$ cat src/rtl/bcd_display_scan.sv
// -----------------------------------------------------------------------------
// bcd_display_scan
//
// Time-multiplexed driver for a common-anode 7-segment display. It takes the
// BCD outputs of the decade counter chain (digit 0 = least significant) and
// scans one digit at a time. Each digit is driven for REFRESH_DIV cycles and
// is followed by a single blank cycle, which stops the previous digit's
// segments from ghosting onto the next anode.
//
// Newly loaded digit values are first held in a pending shadow register. They
// are copied to the displayed (active) copy only at a frame boundary, so a
// single frame never mixes old and new digit values.
//
// Optional feature: define LEADING_ZERO_BLANK_EN to blank leading zeros. Digit
// 0 is never blanked, and any invalid code (A-F) ends the run of leading zeros.
//
// Parameters
//   NDIG         number of digits scanned (1..8)
//   REFRESH_DIV  cycles each digit is driven per slot (>= 2)
//
// Ports
//   clock       in   rising-edge clock
//   reset       in   asynchronous reset, active-low
//   enable      in   1 = scan; 0 = hold scan position and blank all outputs
//   load        in   capture strobe for bcd_in / dp_in
//   bcd_in      in   4*NDIG bits, digit i on bits [4i+3:4i]
//   dp_in       in   NDIG bits, decimal point per digit, 1 = lit
//   seg         out  segments {g,f,e,d,c,b,a}, active-low
//   dp          out  decimal point, active-low
//   an          out  digit anode enables, active-low, at most one low
//   frame_done  out  one-cycle pulse during the blank cycle at a frame boundary
// -----------------------------------------------------------------------------
module bcd_display_scan #(
  parameter int NDIG        = 4,
  parameter int REFRESH_DIV = 1000
) (
  input  logic              clock,
  input  logic              reset,
  input  logic              enable,
  input  logic              load,
  input  logic [4*NDIG-1:0] bcd_in,
  input  logic [NDIG-1:0]   dp_in,
  output logic [6:0]        seg,
  output logic              dp,
  output logic [NDIG-1:0]   an,
  output logic              frame_done
);

  localparam int RW = $clog2(REFRESH_DIV);
  localparam int IW = (NDIG > 1) ? $clog2(NDIG) : 1;
  localparam logic [RW-1:0] RCNT_LAST = RW'(REFRESH_DIV - 1);
  localparam logic [IW-1:0] IDX_LAST  = IW'(NDIG - 1);

  typedef enum logic {
    S_GAP   = 1'b0,
    S_DRIVE = 1'b1
  } state_t;

  state_t            state_q, state_d;
  logic [IW-1:0]     idx_q, idx_d;
  logic [RW-1:0]     rcnt_q, rcnt_d;
  logic              frame_q, frame_d;
  logic [4*NDIG-1:0] pend_bcd_q, pend_bcd_d;
  logic [NDIG-1:0]   pend_dp_q, pend_dp_d;
  logic              pend_valid_q, pend_valid_d;
  logic [4*NDIG-1:0] act_bcd_q, act_bcd_d;
  logic [NDIG-1:0]   act_dp_q, act_dp_d;
  logic              boundary;

  logic [3:0]        digits [NDIG];
  logic [NDIG-1:0]   blank_mask;
  logic [3:0]        cur_digit;

  function automatic logic [6:0] decode(input logic [3:0] v);
    logic [6:0] s;
    case (v)
      4'd0:    s = 7'b1000000;
      4'd1:    s = 7'b1111001;
      4'd2:    s = 7'b0100100;
      4'd3:    s = 7'b0110000;
      4'd4:    s = 7'b0011001;
      4'd5:    s = 7'b0010010;
      4'd6:    s = 7'b0000010;
      4'd7:    s = 7'b1111000;
      4'd8:    s = 7'b0000000;
      4'd9:    s = 7'b0010000;
      default: s = 7'b0111111;  // dash marks an invalid code
    endcase
    return s;
  endfunction

  // Split the active word into individual digits.
  generate
    for (genvar gi = 0; gi < NDIG; gi++) begin : g_digit
      assign digits[gi] = act_bcd_q[4*gi +: 4];
    end
  endgenerate

`ifdef LEADING_ZERO_BLANK_EN
  // zrun[i] is 1 when digit i and every digit above it are zero. A nonzero
  // digit, including an invalid code, breaks the chain.
  logic [NDIG:0] zrun;
  assign zrun[NDIG] = 1'b1;
  generate
    for (genvar gi = 0; gi < NDIG; gi++) begin : g_lzb
      assign zrun[gi] = zrun[gi+1] & (digits[gi] == 4'd0);
      if (gi == 0) begin : g_d0
        assign blank_mask[gi] = 1'b0;
      end else begin : g_dn
        assign blank_mask[gi] = zrun[gi];
      end
    end
  endgenerate
`else
  assign blank_mask = '0;
`endif

  assign cur_digit = digits[idx_q];

  // Next-state logic for the scan sequencer and the digit data registers.
  always_comb begin
    state_d      = state_q;
    idx_d        = idx_q;
    rcnt_d       = rcnt_q;
    frame_d      = frame_q;
    boundary     = 1'b0;
    pend_bcd_d   = pend_bcd_q;
    pend_dp_d    = pend_dp_q;
    pend_valid_d = pend_valid_q;
    act_bcd_d    = act_bcd_q;
    act_dp_d     = act_dp_q;

    if (enable) begin
      case (state_q)
        S_GAP: begin
          state_d = S_DRIVE;
          rcnt_d  = '0;
          frame_d = 1'b0;
        end
        S_DRIVE: begin
          if (rcnt_q == RCNT_LAST) begin
            state_d = S_GAP;
            rcnt_d  = '0;
            if (idx_q == IDX_LAST) begin
              idx_d    = '0;
              frame_d  = 1'b1;
              boundary = 1'b1;
            end else begin
              idx_d = idx_q + 1'b1;
            end
          end else begin
            rcnt_d = rcnt_q + 1'b1;
          end
        end
        default: state_d = S_GAP;
      endcase
    end

    // A load that lands exactly on the boundary goes straight to the display,
    // so it is not held back for a whole extra frame.
    if (load) begin
      pend_bcd_d = bcd_in;
      pend_dp_d  = dp_in;
      if (boundary) begin
        act_bcd_d    = bcd_in;
        act_dp_d     = dp_in;
        pend_valid_d = 1'b0;
      end else begin
        pend_valid_d = 1'b1;
      end
    end else if (boundary && pend_valid_q) begin
      act_bcd_d    = pend_bcd_q;
      act_dp_d     = pend_dp_q;
      pend_valid_d = 1'b0;
    end
  end

  always_ff @(posedge clock or negedge reset) begin
    if (!reset) begin
      state_q      <= S_GAP;
      idx_q        <= '0;
      rcnt_q       <= '0;
      frame_q      <= 1'b0;
      pend_bcd_q   <= '0;
      pend_dp_q    <= '0;
      pend_valid_q <= 1'b0;
      act_bcd_q    <= '0;
      act_dp_q     <= '0;
    end else begin
      state_q      <= state_d;
      idx_q        <= idx_d;
      rcnt_q       <= rcnt_d;
      frame_q      <= frame_d;
      pend_bcd_q   <= pend_bcd_d;
      pend_dp_q    <= pend_dp_d;
      pend_valid_q <= pend_valid_d;
      act_bcd_q    <= act_bcd_d;
      act_dp_q     <= act_dp_d;
    end
  end

  // Outputs come straight from the current registers, with no extra latency.
  always_comb begin
    seg        = 7'h7F;
    dp         = 1'b1;
    an         = '1;
    frame_done = 1'b0;
    if (enable) begin
      frame_done = (state_q == S_GAP) && frame_q;
      if (state_q == S_DRIVE) begin
        an  = ~(NDIG'(1) << idx_q);
        seg = blank_mask[idx_q] ? 7'h7F : decode(cur_digit);
        dp  = ~act_dp_q[idx_q];
      end
    end
  end

endmodule

$ cat config.mk
export PLATFORM = sky130hd
export DESIGN_NAME = bcd_display_scan
export DESIGN_NICKNAME = d
export VERILOG_FILES = /design/src/rtl/bcd_display_scan.sv
export SDC_FILE = /design/constraint.sdc
export NUM_CORES = 1
export LEC_CHECK = 0
export ABC_AREA = 1
export BUFFER_PORTS_ARGS = -buffer_cell sky130_fd_sc_hd__buf_4
export CAP_MARGIN = 20
export CORE_MARGIN = 2
export CORE_UTILIZATION = 60
export CTS_BUF_LIST = sky130_fd_sc_hd__clkbuf_4 sky130_fd_sc_hd__clkbuf_8
export DETAILED_ROUTE_END_ITERATION = 12
export PLACE_DENSITY = 0.91
export SYNTH_ARGS = -nofsm -noshare
export SYNTH_HDL_FRONTEND = slang
export SYNTH_SLANG_ARGS = --single-unit
$ cat constraint.sdc
create_clock -name clock -period 1.6 [get_ports clock]
set_clock_uncertainty 0.1 [all_clocks]
set_input_delay 0 -clock clock [delete_from_list [all_inputs] [get_ports clock]]
set_output_delay 0 -clock clock [all_outputs]
set_load 0.02 [all_outputs]
==> summary.txt, run 1 <==
Logic synthesis
  • Synth top area cells: dfrtp_1 (47%), nand2_1 (20%), nand3_1 (5.4%), nand4_1 (4.5%), ha_1 (4.3%)
  • Synth Register Bits: 55
  • EDFF count, synth: 0
  • Sequential share of the synthesized area: 47.5%
  • Synth top area share: 47.5%
  • Post-synth net total: 399
  • Main synth FF type: dfrtp_1
  • Top-count cell post-synth: nand2_1
  • Post-synth cell types: 28
  • Avg Cell Area, Syn: 7.94 sq um
  • Cell area after synthesis: 0.00290 sq mm
  • Commonest cells in the synthesized netlist: nand2_1 (156), dfrtp_1 (55), nand3_1 (31), inv_1 (25), nand4_1 (21)
  • Post-synth ARST share: 100%
  • Synth area leader: dfrtp_1
  • Cells after Synth: 365
  • Ys Warns: 0

Placed design
  • Post-Place Cells: 462
  • GPL Wtd Cong: 0.884
  • Input/output buffers: 36
  • Post-DP HPWL: 4670 um
  • Pre-CTS WS: -0.140 ns
  • Dpl cell area: 0.00332 sq mm

CTS
  • H-tree levels: 2
  • # clock sinks: 55
  • Clock tree buffer depth: 2
  • CTS Root Cell: clkbuf_8
  • Total CTS buffers: 5

Die
  • Starting density of the core: 61.8%
  • Core Rows: 25
  • Die width: 73.5 um
  • # IOs: 37
  • Chip height: 73.5 um

Run status
  • Outcome: aborted with a tool error
  • Error: [ERROR DPL-0038] Utilization greater than 100%, impossible to legalize
  • Fail Step: 5_1_grt

Global routing
  • Largest net degree at the start of global routing: 56

STA
  • Post-GRT worst EP: seg[4]
  • Worst End Pin Type: top-level output
cell families after synthesis:
group,after synthesis,synth area share [%]
and+or+nand+nor,245,38.3
DFF,55,47.5
buffers and inverters,43,7.38
adders and majority gates,10,4.32
AOI/OAI and AO/OA,9,1.60
xor gates and xnor gates,2,0.604
muxes,1,0.345
metrics by stage:
stage               util [%]  TNS (ns)  hold slack, ns
floorplan                  -         0          -0.396
global placement        70.8   -0.0685         -0.0274
detailed placement      70.8    -0.513         -0.0220
CTS                     89.7     -5.51           0.185
timing repair:
| item | in CTS |
|---|---|
| hold buffers | 42 |
| setup endpoints to repair | 11 |
| setup buffers | 11 |
| cloned | 0 |
| gates resized for setup | 72 |
| pin swaps | 19 |
| endpoints found under the hold margin | 97 |
==> inputs of run 2 (changes only) <==
Settings changed: CORE_UTILIZATION 60 to 40, CTS_BUF_LIST sky130_fd_sc_hd__clkbuf_4 sky130_fd_sc_hd__clkbuf_8 to default, PLACE_DENSITY 0.91 to default, PLACE_DENSITY_LB_ADDON from default to 0.15.
==> run 2 against run 1 <==
Net effect: synthesized cell count did not move; the flow now finishes, with violations (setup timing); area after synthesis did not move.
==> summary.txt, run 2 <==
Setup path
  • Critical path capture point type: output pin
  • Setup crit start: idx_q[0]
  • CP Launch Type: flop
  • Setup CP Type: reg2out
  • CP Data Required Time: 1.50 ns
  • CP Max Fanout: 4
  • Worst r2r src: idx_q[0]
  • WP data arrival: 1.79 ns

Logic synthesis
  • Largest family of logic cells by synthesized area: simple AND/OR/NAND/NOR gates (unchanged)
  • Main synth FF type: dfrtp_1 (unchanged)
  • Cells after Synth: 365 (unchanged)
  • Post-synth ARST share: 100% (unchanged)
  • Sequential share of the synthesized area: 47.5% (unchanged)
  • Synth Register Bits: 55 (unchanged)
  • Top-count cell post-synth: nand2_1 (unchanged)
  • Post-synth cell types: 28 (unchanged)
  • Adder-Cell Fraction of Synth Area: 4.32% (unchanged)
  • Simple-gate share of the synthesized area: 38.3% (unchanged)
  • Synth top area share: 47.5% (unchanged)
  • Synth area leader: dfrtp_1 (unchanged)
  • Compound-cell area share of the yosys netlist: 1.60% (unchanged)
  • Post-Synth XOR/XNOR Area: 0.604% (unchanged)
  • Mux contribution to synthesized area: 0.345% (unchanged)
  • Synth top area cells: dfrtp_1 (47%), nand2_1 (20%), nand3_1 (5.4%), nand4_1 (4.5%), ha_1 (4.3%) (unchanged)
  • EDFF count, synth: 0 (unchanged)
  • Cell area after synthesis: 0.00290 sq mm (unchanged)
  • Avg Cell Area, Syn: 7.94 sq um (unchanged)
  • Ys Warns: 0 (unchanged)
  • Commonest cells in the synthesized netlist: nand2_1 (156), dfrtp_1 (55), nand3_1 (31), inv_1 (25), nand4_1 (21) (unchanged)
  • Post-synth net total: 399 (unchanged)

Global routing
  • Vias in the first global route: 2653
  • Largest net degree at the start of global routing: 56
  • Initial antenna violation count: 0
  • First-pass GRT wire length: 12100 um
  • GRT overflow: 0
  • GRT Resource Usage Total: 19.4%

Placed design
  • Post-DP HPWL: 4720 um (was 4670 um)
  • Input/output buffers: 36 (unchanged)
  • Post-Place Cells: 510 (was 462)
  • GPL Wtd Cong: 0.878 (was 0.884)

Power
  • Logic pwr share: 18.5%
  • Clk pwr share: 27.6%
  • Internal power: 2080 uW
  • Peak supply drop: 0.440 mV
  • Net Switching: 897 uW
  • Switch share: 30.1%
  • Leakage: 0.00223 uW
  • Flop pwr share: 53.9%
  • Pwr dens: 695 mW/mm^2

Die
  • Core area: 0.00714 sq mm
  • Die area: 0.00794 sq mm
  • Starting density of the core: 40.6% (was 61.8%)
  • Chip height: 89.1 um (was 73.5 um)
  • Core Rows: 31 (was 25)
  • Die width: 89.1 um (was 73.5 um)
  • # IOs: 37 (unchanged)

CTS
  • CTS Root Cell: clkbuf_8 (unchanged)
  • H-tree levels: 2 (unchanged)
  • TritonCTS clock tree: yes
  • Worst-path clk slew: 0.11 ns
  • # clock sinks: 55 (unchanged)
  • Clk Latency, worst-skew pair: 0.32 ns
  • Total CTS buffers: 5 (unchanged)
  • Clock tree buffer depth: 2 (unchanged)

Run status
  • Failing checks: setup timing
  • Outcome: finished, violations left (was aborted with a tool error)

STA
  • Final setup fails: 29
  • Tightest Pin Transition: 0.701 ns
  • Final hold vios: 0
  • Minimum hold slack: 0.00572 ns
  • Final min period: 1.89 ns
  • Fmax: 0.530 GHz
  • Final Cycle Share: 118%
  • RSZ-0062 raised after global routing: true
  • Slew Limit Fails: 0
  • Relative max-transition margin: 53.3%
  • Setup ws final: -0.287 ns

Layout
  • Storage element area: 0.00138 sq mm
  • Multi-input gate area: 0.00160 sq mm
  • Share of cells above drive strength 1: 34.1%
  • Layout Cells excl Fill: 560
  • Top Registers: act_bcd_q x16, pend_bcd_q x16, rcnt_q x10
  • Area grow syn2layout: 47.6%
  • # diodes: 0
  • Most common cell after layout, fill and taps aside: nand2_1
  • Most frequent cells in the layout: nand2_1 (142), dfrtp_1 (54), buf_4 (53), dlygate4sd3_1 (28), nand4_1 (21)
  • Fill cell count: 632
  • Layout net count: 494

Detailed routing
  • DRT iter0 DRCs: 122
  • Via count: 2686
  • WL final: 7350 um
  • DR vias/cell: 4.80
  • DRT antenna net count: 0
  • Drt pass-1 iters: 4
  • WL/cell: 13.1 um
  • # DRC: 0

Min path
  • Min-delay src: load
  • Hold Path Class: in2reg

Job
  • Max cap viols: 0
## run 2: cell counts after synthesis
No cell type changed its count.
## run 2: stage by stage
step	area (sq um)	setup WS (ns)	utilization [%]	total power [uW]	setup TNS (ns)
final	4280	-0.287	60.0	2970	-4.56
after detailed placement	3410	-0.0854	47.8	2070	-0.198
after floorplan	2900	0.0219	-	1890	0
after global placement	3410	-0.0160	47.8	2060	-0.0286
after CTS	4130	-0.320	57.9	2960	-5.15
after global routing	4280	-0.355	60.0	3150	-6.86
## run 2: per-layer routing
metal | part of all wire [%] | vias to the layer above | global-route usage [%]
li1 | - | 1359 | -
met1 | 45 | 1288 | 25.6
met2 | 51 | 33 | 33.8
met3 | 2.2 | 6 | 2.77
met4 | 1.1 | 0 | 4.61
met5 | 0 | - | 0
## run 2: final cells by class
type,count,area share [%]
flip-flops and latches,55,32.2
clock buffers,5,1.61
inverters,28,2.63
well taps,99,2.89
clock inverters,3,0.643
repair buffers,103,22.7
multi-input cells,267,37.3
## run 2: kinds of logic after synthesis
family / count (synthesis)
xor+xnor: 2
fa+ha+maj: 10
simple gates: 245
flops: 55
compound gates: 9
mux: 1
buf+inv: 43
## run 2: power by group through the flow
stage               clock (uW)  sequential, uW  combinational (uW)
floorplan                    0            1600                 285
global placement             0            1620                 439
detailed placement           0            1620                 444
CTS                        851            1590                 512
global route               911            1620                 620
finish                     821            1600                 550
## run 2: worst paths after layout
path                       cells after the start             end  slack (ns)
hold / removal                                 4   pend_bcd_q[9]       0.006
hold reg to reg                                2   pend_bcd_q[0]        0.38
max in group asynchronous                      2        idx_q[0]        0.73
min in group asynchronous                      2  pend_bcd_q[12]        0.16
setup reg to reg                               9   act_bcd_q[10]       -0.15
setup / recovery                              11          seg[5]       -0.29
## run 2: timing repair
item	CTS	global route
pin swaps	21	16
buffers inserted	12	1
hold buffers	28	0
hold endpoints to repair	99	0
setup endpoints to repair	9	41
gates cloned	1	0
resized for setup	54	38
## run 2: critical path, stage by stage, from the launching register on
cell and delay, ns:
dfrtp_2 0.46, buf_6 0.14, nand2_1 0.07, nand3_2 0.08, nand2_4 0.11, inv_4 0.06
ha_4 0.16, inv_2 0.05, nand3_2 0.08, nand3_2 0.07, nand3_2 0.06, buf_6 0.13
No activity file was read; power rests on OpenSTA's default activity.
